==> config.mk <==
export PLATFORM = sky130hd
export DESIGN_NAME = reg_update_scheduler
export DESIGN_NICKNAME = d
export VERILOG_FILES = /design/src/rtl/reg_sched_pkg.sv /design/src/rtl/reg_update_scheduler_rr_arbiter.sv /design/src/rtl/reg_update_scheduler.sv
export SDC_FILE = /design/constraint.sdc
export NUM_CORES = 1
export LEC_CHECK = 0
export BUFFER_PORTS_ARGS = -buffer_cell sky130_fd_sc_hd__buf_2
export CORE_ASPECT_RATIO = 0.8
export CORE_MARGIN = 1.5
export CORE_UTILIZATION = 50
export CTS_CLUSTER_DIAMETER = 150
export DETAILED_ROUTE_END_ITERATION = 6
export GPL_ROUTABILITY_DRIVEN = 0
export MAX_ROUTING_LAYER = met4
export PLACE_DENSITY = 0.74
export SLEW_MARGIN = 20
export SYNTH_ARGS = -nofsm -noshare
export SYNTH_HDL_FRONTEND = slang
export SYNTH_SLANG_ARGS = --single-unit
export TNS_END_PERCENT = 30
==> constraint.sdc <==
create_clock -name clk_i -period 2.1 [get_ports clk_i]
set_clock_uncertainty 0.15 [all_clocks]
set_input_delay 0.63 -clock clk_i [delete_from_list [all_inputs] [get_ports clk_i]]
set_output_delay 0.63 -clock clk_i [all_outputs]
set_load 0.02 [all_outputs]
==> src/rtl/reg_sched_pkg.sv <==
// ============================================================================
//  Module      : reg_sched_pkg
//  Description : Shared types for the display register write scheduler.
//  Revision    : 1.0  initial release
// ============================================================================
`default_nettype none

package reg_sched_pkg;

    localparam int c_REG_ADDR_W = 3;
    localparam int c_REG_DATA_W = 8;

    typedef logic [c_REG_ADDR_W-1:0] reg_addr_t;
    typedef logic [c_REG_DATA_W-1:0] reg_data_t;

    // Register command space, shared with the SPI command receiver
    typedef enum logic [c_REG_ADDR_W-1:0] {
        SPRITE_DATA = 3'd0,
        COLOR1      = 3'd1,
        COLOR2      = 3'd2,
        COLOR3      = 3'd3,
        COLOR4      = 3'd4,
        SPRITE_X    = 3'd5,
        SPRITE_Y    = 3'd6,
        MISC        = 3'd7
    } reg_cmd_e;

    typedef enum logic [1:0] {
        ST_EMPTY = 2'd0,
        ST_HOLD  = 2'd1,
        ST_DRAIN = 2'd2
    } sched_state_e;

endpackage : reg_sched_pkg

`default_nettype wire

==> src/rtl/reg_update_scheduler_rr_arbiter.sv <==
// ============================================================================
//  Module      : rr_arbiter
//  Description : Combinational round-robin arbiter; grants the first valid
//                requester at or after ptr, wrapping.
//  Revision    : 1.0  initial release
// ============================================================================
`default_nettype none

module rr_arbiter #(
    parameter int N     = 2,
    parameter int IDX_W = (N > 1) ? $clog2(N) : 1
) (
    input  logic [N-1:0]     valid,
    input  logic [IDX_W-1:0] ptr,
    input  logic             enable,
    output logic [N-1:0]     grant,
    output logic [IDX_W-1:0] grant_idx
);

    int   w_winner;
    logic w_found;

    // Descending scan so the smallest distance from ptr is written last
    always_comb begin
        w_winner = 0;
        w_found  = 1'b0;
        for (int k = N - 1; k >= 0; k--) begin
            for (int i = 0; i < N; i++) begin
                if (valid[i] && (i == ((int'(ptr) + k) % N))) begin
                    w_winner = i;
                    w_found  = 1'b1;
                end
            end
        end
    end

    always_comb begin
        grant     = '0;
        grant_idx = '0;
        if (enable && w_found) begin
            for (int i = 0; i < N; i++) begin
                grant[i] = (i == w_winner);
            end
            grant_idx = IDX_W'(w_winner);
        end
    end

endmodule : rr_arbiter

`default_nettype wire

==> src/rtl/reg_update_scheduler.sv <==
// ============================================================================
//  Module      : reg_update_scheduler
//  Description : Arbitrates register writes from several requesters into an
//                in-order FIFO and drains it inside the vertical-blank window.
//  Revision    : 1.0  initial release
// ============================================================================
`default_nettype none

module reg_update_scheduler
    import reg_sched_pkg::*;
#(
    parameter int NUM_REQ = 2,
    parameter int DEPTH   = 4,
    parameter int ADDR_W  = 3,
    parameter int DATA_W  = 8
) (
    input  logic                        clk_i,
    input  logic                        rst_i,
    input  logic [NUM_REQ-1:0]          req_valid_i,
    output logic [NUM_REQ-1:0]          req_ready_o,
    input  logic [NUM_REQ*ADDR_W-1:0]   req_addr_i,
    input  logic [NUM_REQ*DATA_W-1:0]   req_data_i,
    input  logic                        vblank_i,
    input  logic                        defer_i,
    output logic                        reg_we_o,
    output logic [ADDR_W-1:0]           reg_addr_o,
    output logic [DATA_W-1:0]           reg_wdata_o,
    output logic [$clog2(DEPTH):0]      pending_o,
    output logic                        busy_o
);

    localparam int c_PTR_W = $clog2(DEPTH);
    localparam int c_IDX_W = (NUM_REQ > 1) ? $clog2(NUM_REQ) : 1;

    localparam logic [1:0] c_ST_EMPTY = ST_EMPTY;
    localparam logic [1:0] c_ST_HOLD  = ST_HOLD;
    localparam logic [1:0] c_ST_DRAIN = ST_DRAIN;

    logic [c_PTR_W:0]    r_wr_ptr;
    logic [c_PTR_W:0]    r_rd_ptr;
    logic [c_PTR_W:0]    r_count;
    logic [1:0]          r_state;
    logic [c_IDX_W-1:0]  r_rr_ptr;
    logic [ADDR_W-1:0]   r_mem_addr [DEPTH];
    logic [DATA_W-1:0]   r_mem_data [DEPTH];

    logic                w_full;
    logic                w_empty;
    logic                w_drain_en;
    logic                w_push;
    logic                w_pop;
    logic [NUM_REQ-1:0]  w_grant;
    logic [c_IDX_W-1:0]  w_grant_idx;
    logic [ADDR_W-1:0]   w_push_addr;
    logic [DATA_W-1:0]   w_push_data;
    logic [c_PTR_W:0]    w_count_nxt;
    logic [1:0]          w_state_nxt;

    // Wrap bit differs with equal index bits only when the FIFO is full
    assign w_full     = (r_wr_ptr[c_PTR_W] != r_rd_ptr[c_PTR_W]) &&
                        (r_wr_ptr[c_PTR_W-1:0] == r_rd_ptr[c_PTR_W-1:0]);
    assign w_empty    = (r_wr_ptr == r_rd_ptr);
    assign w_drain_en = !defer_i || vblank_i;
    assign w_pop      = !w_empty && w_drain_en;
    assign w_push     = |(req_valid_i & w_grant);

    rr_arbiter #(
        .N     (NUM_REQ),
        .IDX_W (c_IDX_W)
    ) u_arb (
        .valid     (req_valid_i),
        .ptr       (r_rr_ptr),
        .enable    (!w_full),
        .grant     (w_grant),
        .grant_idx (w_grant_idx)
    );

    assign req_ready_o = w_grant & {NUM_REQ{!rst_i}};

    always_comb begin
        w_push_addr = '0;
        w_push_data = '0;
        for (int i = 0; i < NUM_REQ; i++) begin
            if (w_grant[i]) begin
                w_push_addr = req_addr_i[i*ADDR_W +: ADDR_W];
                w_push_data = req_data_i[i*DATA_W +: DATA_W];
            end
        end
    end

    always_comb begin
        w_count_nxt = r_count;
        if (w_push && !w_pop) begin
            w_count_nxt = r_count + 1'b1;
        end else if (!w_push && w_pop) begin
            w_count_nxt = r_count - 1'b1;
        end
    end

    always_comb begin
        w_state_nxt = c_ST_EMPTY;
        if (w_count_nxt != '0) begin
            w_state_nxt = w_drain_en ? c_ST_DRAIN : c_ST_HOLD;
        end
    end

    always_ff @(posedge clk_i) begin
        if (w_push) begin
            r_mem_addr[r_wr_ptr[c_PTR_W-1:0]] <= w_push_addr;
            r_mem_data[r_wr_ptr[c_PTR_W-1:0]] <= w_push_data;
        end
    end

    always_ff @(posedge clk_i or posedge rst_i) begin
        if (rst_i) begin
            r_wr_ptr    <= '0;
            r_rd_ptr    <= '0;
            r_count     <= '0;
            r_state     <= c_ST_EMPTY;
            r_rr_ptr    <= '0;
            reg_we_o    <= 1'b0;
            reg_addr_o  <= '0;
            reg_wdata_o <= '0;
        end else begin
            r_count  <= w_count_nxt;
            r_state  <= w_state_nxt;
            reg_we_o <= w_pop;
            if (w_push) begin
                r_wr_ptr <= r_wr_ptr + 1'b1;
                r_rr_ptr <= (w_grant_idx == c_IDX_W'(NUM_REQ - 1)) ? '0 : w_grant_idx + 1'b1;
            end
            if (w_pop) begin
                r_rd_ptr    <= r_rd_ptr + 1'b1;
                reg_addr_o  <= r_mem_addr[r_rd_ptr[c_PTR_W-1:0]];
                reg_wdata_o <= r_mem_data[r_rd_ptr[c_PTR_W-1:0]];
            end
        end
    end

    assign pending_o = r_count;
    assign busy_o    = (r_state != c_ST_EMPTY);

endmodule : reg_update_scheduler

`default_nettype wire

### After elaboration in Yosys (flattened, before gate mapping)

Memory sizes are Yosys's and may differ from the RTL's. A register that Yosys moved wholly into a read port is not among the register bits.
Cells that the tools add are included.

| cells by class | value |
|---|---|
| muxes and demuxes | 20 |
| bitwise gates (word level) | 3 |
| $add $sub $neg | 6 |
| reduce and logical (&&, ||, !) cells | 22 |
| equality and inequality tests | 5 |

Operator list:

| operator | number |
|---|---|
| logical NOT 32 bit | 3 |
| 2-to-1 mux 8 bit | 2 |
| 2-to-1 mux 3 bit | 4 |
| 2-to-1 mux 1 bit | 11 |
| adder 3 x 1 -> 3 bit, second input constant | 3 |
| logical AND 1 bit | 9 |
| logical NOT 1 bit | 6 |
| 2-to-1 mux 2 bit | 3 |
| AND 2 bit | 2 |
| equality test 3 bit | 1 |
| nonzero test 3 bit | 1 |
| subtractor 3 x 1 -> 3 bit, second input constant | 1 |
| adder 1 bit, second input constant | 2 |
| equality test 2 bit | 1 |
| equality test 2 bit, first input constant | 1 |
| nonzero test 2 bit | 1 |
| OR reduction 2 bit | 1 |
| AND 1 bit, first input constant | 1 |
| equality test 1 bit, first input constant | 1 |
| logical OR 1 bit | 1 |
| inequality test 1 bit | 1 |

| storage, ports and cells | value |
|---|---|
| word-level logic and storage cells | 64 |
| memories | 2 |
| flip-flop bits (word level) | 13 |
| input port bits | 28 |
| RAM bits | 44 |

Memory list:

| memory | depth | width | rd ports | clocked after memory_dff | wr ports | RTL line | RTL |
|---|---|---|---|---|---|---|---|
| r_mem_data | 4 | 8 | 1 | 1 | 1 | reg_update_scheduler.sv:45 | `logic [DATA_W-1:0] r_mem_data [DEPTH];` |
| r_mem_addr | 4 | 3 | 1 | 1 | 1 | reg_update_scheduler.sv:44 | `logic [ADDR_W-1:0] r_mem_addr [DEPTH];` |

### Logic depth before layout (Yosys ltp)

| logic depth | value |
|---|---|
| depth after elaboration | 18 |
| mapped depth | 7 |
| mapped depth without buffers | 6 |

### Modules after synthesis

A second synthesis with hierarchy kept.

| second synthesis, totals | value |
|---|---|
| cells, all modules | 171 |
| area, all modules | 2914.0 µm² |

By module, submodules not included:

| module | instances | area each (µm²) | cells each | seq. area each (µm²) |
|---|---|---|---|---|
| reg_update_scheduler | 1 | 2885.3 | 165 | 1921.8 |
| rr_arbiter | 1 | 28.8 | 6 | 0.0 |

### Least setup slack after synthesis

Ideal clock, no wire load.

| timing | value |
|---|---|
| kind | register to output |
| from | reg r_rd_ptr[0] |
| to | out req_ready_o[1] |
| cell stages (with the launch flop) | 7 |
| slack | -246 ps |
| buffers on the path | 2 |
| data arrival time | 1566 ps |
| path through | dfrtp_1 > buf_2 > xnor2_2 > nand3_1 > and3_1 > clkbuf_1 > and2_1 |

| on the way | value |
|---|---|
| word-level cells in the longest chain between the ends | 6 |

RTL lines:

| element | RTL line | RTL |
|---|---|---|
| from (decl) | reg_update_scheduler.sv:40 | `logic [c_PTR_W:0] r_rd_ptr;` |
| from (signal assigned) | reg_update_scheduler.sv:133 | `r_rd_ptr <= r_rd_ptr + 1'b1;` |
| equality test 2 bit | reg_update_scheduler.sv:61 | `(r_wr_ptr[c_PTR_W-1:0] == r_rd_ptr[c_PTR_W-1:0]);` |
| logical AND 1 bit | reg_update_scheduler.sv:60 | `assign w_full = (r_wr_ptr[c_PTR_W] != r_rd_ptr[c_PTR_W]) &&` |
| logical NOT 1 bit | reg_update_scheduler.sv:73 | `.enable (!w_full),` |
| logical AND 1 bit | reg_update_scheduler_rr_arbiter.sv:40 | `if (enable && w_found) begin` |
| 2-to-1 mux 2 bit | reg_update_scheduler_rr_arbiter.sv:40 |  |
| AND 2 bit | reg_update_scheduler.sv:78 | `assign req_ready_o = w_grant & {NUM_REQ{!rst_i}};` |
| to (decl) | reg_update_scheduler.sv:20 | `output logic [NUM_REQ-1:0] req_ready_o,` |

No other way between the ends.

### Final worst setup path

| timing | value |
|---|---|
| from | reg r_rd_ptr[1] |
| to | out req_ready_o[1] |

Same word-level chain as after synthesis.

==> flow_summary.ini <==
[power]
leakage_nw = 1.48
p_per_area_nw_per_um2 = 1760
peakVddDrop_uv = 799

[layout]
syn_to_final_growth_pct = 24.9
layout-drive-gt1-share = 0.516
final_nets = 284
diodes = 0
nFillCells = 426

[synthesis]
avgSynthCellArea_um2 = 16.6
yosys.area.top_type = edfxtp_1
synthFlopType = edfxtp_1
syn_nets = 213
synth.yosys.seq_area_share = 0.650
synth-async-reset-ratio = 0.353
synth_area_leaders = edfxtp_1 (45%), dfrtp_1 (20%), mux4_2 (8.4%), mux2_2 (4.6%), a22o_1 (3.3%)
synth-edff-count = 44
synth_top_area_frac = 0.447
syn-instance-count = 178
synth_warnings = 0
synth.distinct_cells = 35
yosys_register_bits = 68
netlist_area_um2 = 2960

[global_route]
antenna_found_initial = 0
grt_max_degree = 21
grt_pass1_vias = 1830
grt_overflow_total = 0
grt_first_pass_wirelength_mm = 8.86
grt_use_total = 0.205

[sta]
setup_ws_ns = -0.214
timing.hold.ws_ns = 0.174
fmax_mhz = 432
drv_slew = 0
rsz0062_at_grt = yes
timing.setup.tns_ns = -0.425
hold_viol_final = 0
fin_crit_sh = 1.10
report.final.setup_viol = 2
fin_crit_ns = 2.31
tightest_slew_ns = 0.370
slew_headroom = 0.753

[clocking]
cts.sinks = 68
htree_num_levels = 3
hold_buffers = 0
cts_tree = done
clk_pin_slew_ns = 0.07
cts-buffers-inserted = 9
cts-root-buf = clkbuf_8
clk_latency_ns = 0.34
cts_buffer_depth = 2

[run_status]
violations = setup timing
outcome = finished, violations left

[drt]
wl_mm = 5.39
viasPerCell = 5.30
routed-via-count = 1758
wl_per_cell_um = 16.2
first_pass_iters = 4
drtIter0Drc = 77
drc = 0
drtAntennaViolNets = 0

[critical_path]
worstSetupStartpointType = flop
crit_arrival_ns = 1.53
max_stage_delay_ns = 0.45
crit_type = reg -> out
slowest_stage = dfrtp_2
cp.required_ns = 1.32
worstRegToRegCells = 7
critPathCaptureType = primary output
path_cells = xnor2_4 -> nand3_2 -> and3_4 -> and2_4 -> buf_6
path_max_fanout = 3

[floorplan]
rows = 24
die_w_um = 89.0
die_h_um = 71.8
start_util = 0.529
coreArea_um2 = 5590
die_area_um2 = 6380
pin_count = 46

[hold_path]
hold_class = in -> async

[job]
maxCapViolCount = 0

[placement]
io_buffers = 45
dp_hpwl_mm = 3.70
registers in the layout, summed over array words and instances, names as in the netlist:
register,cells
reg_we_o,1
pending_o,3
reg_addr_o,3
r_state,2
r_mem_addr,12
r_rr_ptr,1
r_mem_data,32
reg_wdata_o,8
r_rd_ptr,3
r_wr_ptr,3
stage by stage:
step / utilization / setup WS, ns / area [um^2] / cells / power [W]
final: 0.661 / -0.214 / 3690 / 332 / 0.00650
after global routing: 0.661 / -0.300 / 3690 / 332 / 0.00693
after CTS: 0.655 / -0.236 / 3660 / 329 / 0.00649
after detailed placement: 0.614 / -0.0978 / 3430 / 311 / 0.00539
after global placement: 0.614 / -0.0522 / 3430 / 311 / 0.00530
after floorplan: - / -0.00466 / 3040 / 178 / 0.00454
path summary, 6_finish.rpt:
check	start	endpoint	slack, ns
max	r_rd_ptr[1]$_DFFE_PP0P_	req_ready_o[1]	-0.21
min	rst_i	r_rr_ptr$_DFFE_PP0P_	0.17
max reg2reg	r_rd_ptr[0]$_DFFE_PP0P_	r_state[0]$_DFF_PP0_	0.12
min reg2reg	reg_wdata_o[4]$_DFFE_PP0P_	reg_wdata_o[4]$_DFFE_PP0P_	0.35
max in group asynchronous	rst_i	r_wr_ptr[2]$_DFFE_PP0P_	1.30
min in group clk_i	reg_wdata_o[4]$_DFFE_PP0P_	reg_wdata_o[4]$_DFFE_PP0P_	0.35
cell usage after synthesis (all sizes together) (3+ instances only):
| master | instances |
|---|---|
| o21ai | 5 |
| mux2 | 12 |
| a22o | 11 |
| clkbuf | 4 |
| buf | 3 |
| xor2 | 6 |
| a21oi | 6 |
| ha | 7 |
| nor2 | 6 |
| and2 | 7 |
| dfrtp | 24 |
| xnor2 | 6 |
| edfxtp | 44 |
| nand2 | 3 |
| inv | 6 |
| mux4 | 11 |
area by class of cell:
cell class / count / area [um^2] / area share
multi-input cells: 97 / 1030 / 0.279
clock buffers: 11 / 141 / 0.0383
clock inverters: 5 / 51.3 / 0.0139
repair buffers: 67 / 415 / 0.113
well taps: 78 / 97.6 / 0.0264
inverters: 6 / 26.3 / 0.00712
flip-flops and latches: 68 / 1930 / 0.523
cells in the final DEF, fill, tap and decap left out, types with 3 or more instances in the layout:
cell / n
a21oi_1: 5
a22o_1: 11
and2_2: 4
buf_2: 43
buf_4: 21
clkbuf_8: 10
dfrtp_1: 19
dfrtp_2: 5
edfxtp_1: 44
ha_1: 7
inv_1: 5
mux2_2: 12
mux4_2: 11
nand2_1: 3
nor2_1: 5
o21ai_0: 5
xnor2_1: 3
xor2_1: 5
report_power, final:
part           switching, W  internal, W  total [W]
clock network      0.000461     0.000573    0.00103
logic               0.00154      0.00150    0.00304
registers          0.000258      0.00217    0.00243
critical path, delay by kind of cell (launching register included):
family,cells,cell delay (ns)
buf+inv,1,0.12
flops,1,0.45
simple gates,3,0.44
xor+xnor,1,0.18
timing repair:
action	in CTS	in global routing
setup endpoints to repair	2	5
setup buffers	2	3
gates resized for setup	8	3
hold endpoints to repair	0	0
pin swaps	2	4
cell families after synthesis:
logic type,synth area share
AOI/OAI and AO/OA,0.0804
xor gates and xnor gates,0.0432
adders and majority gates,0.0296
buffers and inverters,0.0191
DFF,0.650
muxes,0.130
and+or+nand+nor,0.0478
metal layers:
metal | global-route usage | vias to the layer above | wire length (um)
met1 | 0.256 | 865 | 2320
met4 | 0.0957 | 0 | 167
li1 | - | 822 | -
met2 | 0.304 | 54 | 2650
met3 | 0.0703 | 17 | 261
met5 | - | - | 0
(Power assumes the default switching activity.)
